### src/rtl/cpu_sram_arbiter.sv
// Arbitrates one sram-like memory port between the instruction-fetch and data requesters.
// Data side has fixed priority, and a starvation counter forces an inst grant when both sides keep requesting.
module cpu_sram_arbiter #(
   parameter int unsigned ADDR_W       = 32,
   parameter int unsigned DATA_W       = 32,
   parameter int unsigned STARVE_LIMIT = 4
) (
   input  logic              clk,
   input  logic              reset,
   input  logic              inst_req,
   input  logic              inst_wr,
   input  logic [1:0]        inst_size,
   input  logic [ADDR_W-1:0] inst_addr,
   input  logic [DATA_W-1:0] inst_wdata,
   output logic              inst_addr_ok,
   output logic              inst_data_ok,
   output logic [DATA_W-1:0] inst_rdata,
   input  logic              data_req,
   input  logic              data_wr,
   input  logic [1:0]        data_size,
   input  logic [ADDR_W-1:0] data_addr,
   input  logic [DATA_W-1:0] data_wdata,
   output logic              data_addr_ok,
   output logic              data_data_ok,
   output logic [DATA_W-1:0] data_rdata,
   output logic              mem_req,
   output logic              mem_wr,
   output logic [1:0]        mem_size,
   output logic [ADDR_W-1:0] mem_addr,
   output logic [DATA_W-1:0] mem_wdata,
   input  logic              mem_addr_ok,
   input  logic              mem_data_ok,
   input  logic [DATA_W-1:0] mem_rdata
);

   typedef enum logic [1:0] {
      IDLE = 2'd0,
      REQ  = 2'd1,
      WAIT = 2'd2
   } state_e;

   localparam logic [3:0] LIMIT = 4'(STARVE_LIMIT);

   state_e            state_q, state_d;
   logic              owner_q, owner_d;
   logic              wr_q, wr_d;
   logic [1:0]        size_q, size_d;
   logic [ADDR_W-1:0] addr_q, addr_d;
   logic [DATA_W-1:0] wdata_q, wdata_d;
   logic [3:0]        starve_q, starve_d;
   logic              grant_data, grant_inst;

   always_ff @(posedge clk) begin
      if (reset) begin
         state_q  <= IDLE;
         owner_q  <= 1'b0;
         wr_q     <= 1'b0;
         size_q   <= '0;
         addr_q   <= '0;
         wdata_q  <= '0;
         starve_q <= '0;
      end else begin
         state_q  <= state_d;
         owner_q  <= owner_d;
         wr_q     <= wr_d;
         size_q   <= size_d;
         addr_q   <= addr_d;
         wdata_q  <= wdata_d;
         starve_q <= starve_d;
      end
   end

   always_comb begin
      state_d    = state_q;
      owner_d    = owner_q;
      wr_d       = wr_q;
      size_d     = size_q;
      addr_d     = addr_q;
      wdata_d    = wdata_q;
      starve_d   = starve_q;
      // inst wins a contested cycle only once the data side has used up its run
      grant_data = data_req && !(inst_req && (starve_q == LIMIT));
      grant_inst = inst_req && !grant_data;

      case (state_q)
         IDLE: begin
            if (grant_data) begin
               owner_d = 1'b1;
               wr_d    = data_wr;
               size_d  = data_size;
               addr_d  = data_addr;
               wdata_d = data_wdata;
               state_d = REQ;
               if (inst_req) begin
                  starve_d = (starve_q >= LIMIT) ? LIMIT : starve_q + 4'd1;
               end
            end else if (grant_inst) begin
               owner_d  = 1'b0;
               wr_d     = inst_wr;
               size_d   = inst_size;
               addr_d   = inst_addr;
               wdata_d  = inst_wdata;
               state_d  = REQ;
               starve_d = '0;
            end
         end
         REQ: begin
            if (mem_addr_ok) begin
               state_d = WAIT;
            end
         end
         WAIT: begin
            if (mem_data_ok) begin
               state_d = IDLE;
            end
         end
         default: state_d = IDLE;
      endcase
   end

   always_comb begin
      mem_req      = 1'b0;
      mem_wr       = 1'b0;
      mem_size     = '0;
      mem_addr     = '0;
      mem_wdata    = '0;
      inst_addr_ok = 1'b0;
      data_addr_ok = 1'b0;
      inst_data_ok = 1'b0;
      data_data_ok = 1'b0;
      inst_rdata   = '0;
      data_rdata   = '0;

      if (state_q == REQ) begin
         mem_req      = 1'b1;
         mem_wr       = wr_q;
         mem_size     = size_q;
         mem_addr     = addr_q;
         mem_wdata    = wdata_q;
         inst_addr_ok = !owner_q && mem_addr_ok;
         data_addr_ok =  owner_q && mem_addr_ok;
      end

      if (state_q == WAIT && mem_data_ok) begin
         if (owner_q) begin
            data_data_ok = 1'b1;
            data_rdata   = mem_rdata;
         end else begin
            inst_data_ok = 1'b1;
            inst_rdata   = mem_rdata;
         end
      end
   end

endmodule

### config.mk
export PLATFORM = sky130hd
export DESIGN_NAME = cpu_sram_arbiter
export DESIGN_NICKNAME = d
export VERILOG_FILES = /design/src/rtl/cpu_sram_arbiter.sv
export SDC_FILE = /design/constraint.sdc
export NUM_CORES = 1
export LEC_CHECK = 0
export ABC_AREA = 0
export BUFFER_PORTS_ARGS = -buffer_cell sky130_fd_sc_hd__clkbuf_2
export CAP_MARGIN = 10
export CORE_ASPECT_RATIO = 0.7
export CORE_MARGIN = 3
export CORE_UTILIZATION = 30
export DETAILED_ROUTE_END_ITERATION = 10
export MAX_ROUTING_LAYER = met4
export PLACE_DENSITY = 0.58
export SYNTH_ARGS = -nofsm -noshare
export SYNTH_HDL_FRONTEND = slang
export SYNTH_SLANG_ARGS = --single-unit
### constraint.sdc
create_clock -name clk -period 1.9 [get_ports clk]
set_input_delay 0.38 -clock clk [delete_from_list [all_inputs] [get_ports clk]]
set_output_delay 0.38 -clock clk [all_outputs]
set_load 0.05 [all_outputs]
[After elaboration in Yosys (flattened, before gate mapping)]
Index checks and enable logic that the tools add are counted.
Operators by class
  add/subtract/negate cells: 1
  $lt $le $gt $ge: 1
  equality and inequality tests: 7
  multiplexer cells: 34
  reductions and logical operators: 14
Operators by type and width (count)
  $mux 32: 10
  $mux 4: 4
  $mux 2: 7
  $mux 1: 12
  $logic_and 1x1->1: 6
  $ne 2x2->1 const B: 3
  $pmux 2 s3: 1
  $reduce_and 3->1: 2
  $add 4x1->4 const B: 1
  $eq 4x3->1 const B: 1
  $ge 4x3->1 const B: 1
  $logic_not 1->1: 3
  $ne 3x3->1 const B: 1
  $eq 2x1->1 const B: 1
  $eq 2x2->1 const B: 1
  $logic_not 2->1: 1
  $reduce_and 2->1: 1
  $reduce_bool 2->1: 1
Storage, ports and cells
  bits in registers: 74
  bits of input ports: 172
  output and inout bits: 136
  word-level logic and storage cells: 64

[Depth between registers and ports, before layout]
  word-level depth: 9
  mapped depth: 8
  depth with buffers taken out: 5

[Worst setup path after synthesis]
Ideal clock, no wire load.
  kind: flip-flop to output port
  start point: reg state_q[0]
  end point: out mem_addr[23]
  arrival time: 1.815 ns
  data required time: 1.520 ns
  path slack: -0.295 ns
  stages on the path, launching flop included: 5
  buffers on the path: 2
  cell sequence: dfxtp_1 > nor2b_1 > clkbuf_1 > clkbuf_1 > and2_1
On the way
  word-level cells in the longest chain between the ends: 2
Ends and longest elaborated chain
  start, declared: RTL line 44  | state_e state_q, state_d;
  start signal, assigned: RTL line 63  | state_q <= state_d;
  $eq 2x1->1: RTL line 134  | if (state_q == REQ) begin
  $mux 32: RTL line 134
  end, declared: RTL line 29  | output logic [ADDR_W-1:0] mem_addr,
No other way between the ends.

[Worst setup path after layout]
  start point: reg owner_q
  end point: out inst_rdata[17]
On the way
  word-level cells in the longest chain between the ends: 2
Ends and longest elaborated chain
  start, declared: RTL line 45  | logic owner_q, owner_d;
  start signal, assigned: RTL line 64  | owner_q <= owner_d;
  $mux 32: RTL line 145  | if (owner_q) begin
  $mux 32: RTL line 144  | if (state_q == WAIT && mem_data_ok) begin
  end, declared: RTL line 17  | output logic [DATA_W-1:0] inst_rdata,
No other way between the ends.

==> impl_metrics.yaml <==
outcome:
  outcome: "finished, violations left"
  violations: "negative setup slack"
critical_path:
  cp_top_family: "simple AND/OR/NAND/NOR gates"
  r2r_start: "starve_q[0]"
  worstPathRequired_ns: 1.52
  ff2ff_path_depth: 7
  crit_slowest_cell: "and4bb_4"
  criticalPathCategory: "flip-flop to primary output"
  cp_cell_sequence: "and4bb_4 -> clkbuf_16 -> and2_1 -> buf_8"
  critPathLaunchType: "flip-flop"
  endpoint_kind: "primary output"
  cp_slowest_stage_delay_ns: 0.38
  r2r_end: "wdata_q[26]"
  critPathBufInv: 2
  path_max_fanout: 16
  critPathArrivalTime_ns: 1.54
  reg2reg_slack_ns: 0.20
floorplanning:
  die_w_um: 155
  ioPinCount: 308
  die_height_um: 110
  num_rows: 37
  core_area_um2: 15000
  start_util_pct: 31.1
  dieArea_um2: 17100
clock_network:
  insertion_delay_ns: 0.33
  clk_path_buf_depth: 2
  htreeDepth: 3
  cts_root_buf: "clkbuf_16"
  cts_tree: "built"
  cts_buffers: 9
  clock_sinks: 74
  clk_pin_slew_ns: 0.06
placement:
  io_buffer_count: 307
  gp_congestion: 0.916
  dp.cells: 1039
  place.detailed.hpwl_um: 12900
  place_area_um2: 6750
yosys:
  yosys_warnings: 0
  synthDistinctLibCells: 33
  syn_nets: 760
  netlist_area_um2: 4650
  async_reset_ff_share_pct: 0
  yosysSeqAreaShare_pct: 31.9
  ys_ff_latch: 74
  synth_ff_type: "dfxtp_1"
  netlist_instances: 586
  syn_area_per_cell_um2: 7.94
  synth_edf_count: 0
routing:
  vias: 5697
  drc: 0
  ant_nets: 0
  drt-total-wl_um: 20300
  drt-initial-drc-count: 472
  avgRoutedWirePerCell_um: 19.0
  drtPass1Iterations: 5
  viasPerCell: 5.35
global_routing:
  grt_pass1_wl_um: 28400
  grt_max_degree: 54
  grt_usage_pct: 21.0
  antenna_found_initial: 0
  grt_pass1_vias: 5416
  grt_remaining_overflow: 0
power_and_ir_drop:
  p_sw_mw: 1.81
  seqPwrFrac_pct: 30.9
  power_density_nw_per_um2: 690
  pwr-share-comb_pct: 31.9
  peakVddDrop_v: 0.000562
  clkPwrFrac_pct: 37.2
  p_total_mw: 5.91
  p_int_mw: 4.10
  leakage_nw: 3.77
  p_sw_share_pct: 30.6
final_layout:
  drive_gt1_share_pct: 55.9
  area_growth_pct: 84.3
  fin_cells: 1065
  fin_nets: 1039
  ff_latch_area_um2: 1490
  multi_input_area_um2: 3050
  postLayoutCellArea_um2: 8570
  antennaDiodeCount: 0
  fillers: 1299
sta:
  period_needed_ns: 1.92
  finalHoldViolations: 0
  tns_ns: -0.182
  finalSetupViolations: 19
  fmax_mhz: 521
  rsz0062_at_grt: "yes"
  setup_slack_ns: -0.0201
  clock_skew_ns: 0.00700
  final.period_utilization_pct: 101
  worst_pin_slew_ns: 0.443
  drv_slew: 0
  slew-limit-headroom_pct: 70.4
  whs_ns: 0.314
hold_path:
  min_from: "inst_wdata[21]"
  hold_end: "wdata_q[21]"
  hp-class: "input port to flip-flop"
  worstHoldPathCells: 3
run:
  maxCapViolCount: 0
## per-layer routing
metal | vias to the layer above | GRT usage (%) | share of wire (%)
met2 | 271 | 35.7 | 50
li1 | 2688 | - | -
met4 | 0 | 5.48 | 1.8
met5 | - | - | 0
met1 | 2713 | 25.8 | 41
met3 | 25 | 4.21 | 6.9
## sequential cells by signal, indices dropped and copies added (netlist names)
register / cells
addr_q: 32
owner_q: 1
size_q: 2
starve_q: 4
state_q: 2
wdata_q: 32
wr_q: 1
## kinds of logic (layout without fill, tap and decap cells)
kind of cell | after synthesis | count (layout) | synth area share (%)
compound gates | 209 | 209 | 32.1
buf+inv | 79 | 363 | 7.43
flops | 74 | 74 | 31.9
fa+ha+maj | 2 | 2 | 0.538
simple gates | 222 | 222 | 28.1
## Yosys cell counts (5+ instances only)
library cell / number / share of area (%)
clkbuf_1: 62 / 5.0
o21ai_1: 6 / 0.65
and2_1: 132 / 18
o21ai_0: 61 / 6.6
buf_2: 6 / 0.65
a21oi_1: 72 / 7.7
dfxtp_1: 74 / 32
nand3_1: 68 / 7.3
a311oi_1: 37 / 7.0
a311oi_2: 30 / 9.7
buf_6: 5 / 1.2
## per-stage QoR
step	utilization, %	setup slack, ns
after global placement	45.1	0.179
after floorplan	-	-0.0206
after CTS	53.5	-0.0289
after global routing	57.3	-0.0803
after detailed placement	45.1	0.159
final	57.3	-0.0201
## timing repair
item / in CTS / in global routing
gates resized for setup: 211 / 206
setup buffers: 0 / 2
cloned: 0 / 8
hold buffers: 0 / 0
endpoints found under the setup margin: 135 / 130
pin swaps: 0 / 23
## power by group through the flow
| stage | Combinational [mW] | Sequential [mW] | Clock, mW |
|---|---|---|---|
| after global placement | 1.51 | 1.85 | 0 |
| after floorplan | 1.02 | 1.82 | 0 |
| after global routing | 2.00 | 1.85 | 2.30 |
| after detailed placement | 1.52 | 1.85 | 0 |
| final | 1.88 | 1.83 | 2.20 |
| after CTS | 1.65 | 1.82 | 2.23 |
## cell usage in the layout (no fill, tap or decap), drive strengths merged
| cell | netlist | routed |
|---|---|---|
| nor3b | 1 | 1 |
| a31oi | 1 | 1 |
| a22oi | 1 | 1 |
| and3 | 1 | 1 |
| nand4 | 2 | 2 |
| o21ai | 67 | 67 |
| nand3 | 68 | 68 |
| ha | 2 | 2 |
| nor3 | 1 | 1 |
| buf | 13 | 155 |
| dfxtp | 74 | 74 |
| a21bo | 1 | 1 |
| a21oi | 72 | 72 |
| or3b | 1 | 1 |
| and3b | 1 | 1 |
| nand4b | 1 | 1 |
| nor2b | 1 | 1 |
| clkbuf | 62 | 200 |
| or2 | 2 | 2 |
| nor2 | 4 | 4 |
| and4b | 2 | 2 |
| nand2 | 4 | 4 |
| and2 | 132 | 132 |
| bufinv | 0 | 4 |
| and4bb | 1 | 1 |
| inv | 4 | 4 |
| a311oi | 67 | 67 |
## worst max-delay path by stage
stage | from | to | slack, ns | cells after the start
after global routing | owner_q | inst_rdata[22] | -0.08 | 4
final | owner_q | inst_rdata[17] | -0.02 | 4
after floorplan | state_q[0] | mem_addr[23] | -0.02 | 4
after global placement | state_q[0] | data_addr_ok | 0.18 | 4
after detailed placement | starve_q[0] | addr_q[18] | 0.16 | 6
after CTS | state_q[0] | inst_rdata[3] | -0.03 | 4
## worst register-to-register path: stages, from the launching register on
cell and delay [ns]:
dfxtp_1 0.32, inv_1 0.07, ha_1 0.18, and4b_4 0.34, buf_12 0.20, buf_12 0.14
o21ai_0 0.08, a311oi_1 0.28
## final cells by class
class | instances | area share (%)
Timing Repair Buffer | 343 | 39.5
Multi-Input combinational cell | 433 | 35.6
Sequential cell | 74 | 17.4
Clock buffer | 12 | 3.11
Tap cell | 195 | 2.85
Clock inverter | 4 | 1.40
Inverter | 4 | 0.175
(Power assumes the default switching activity.)
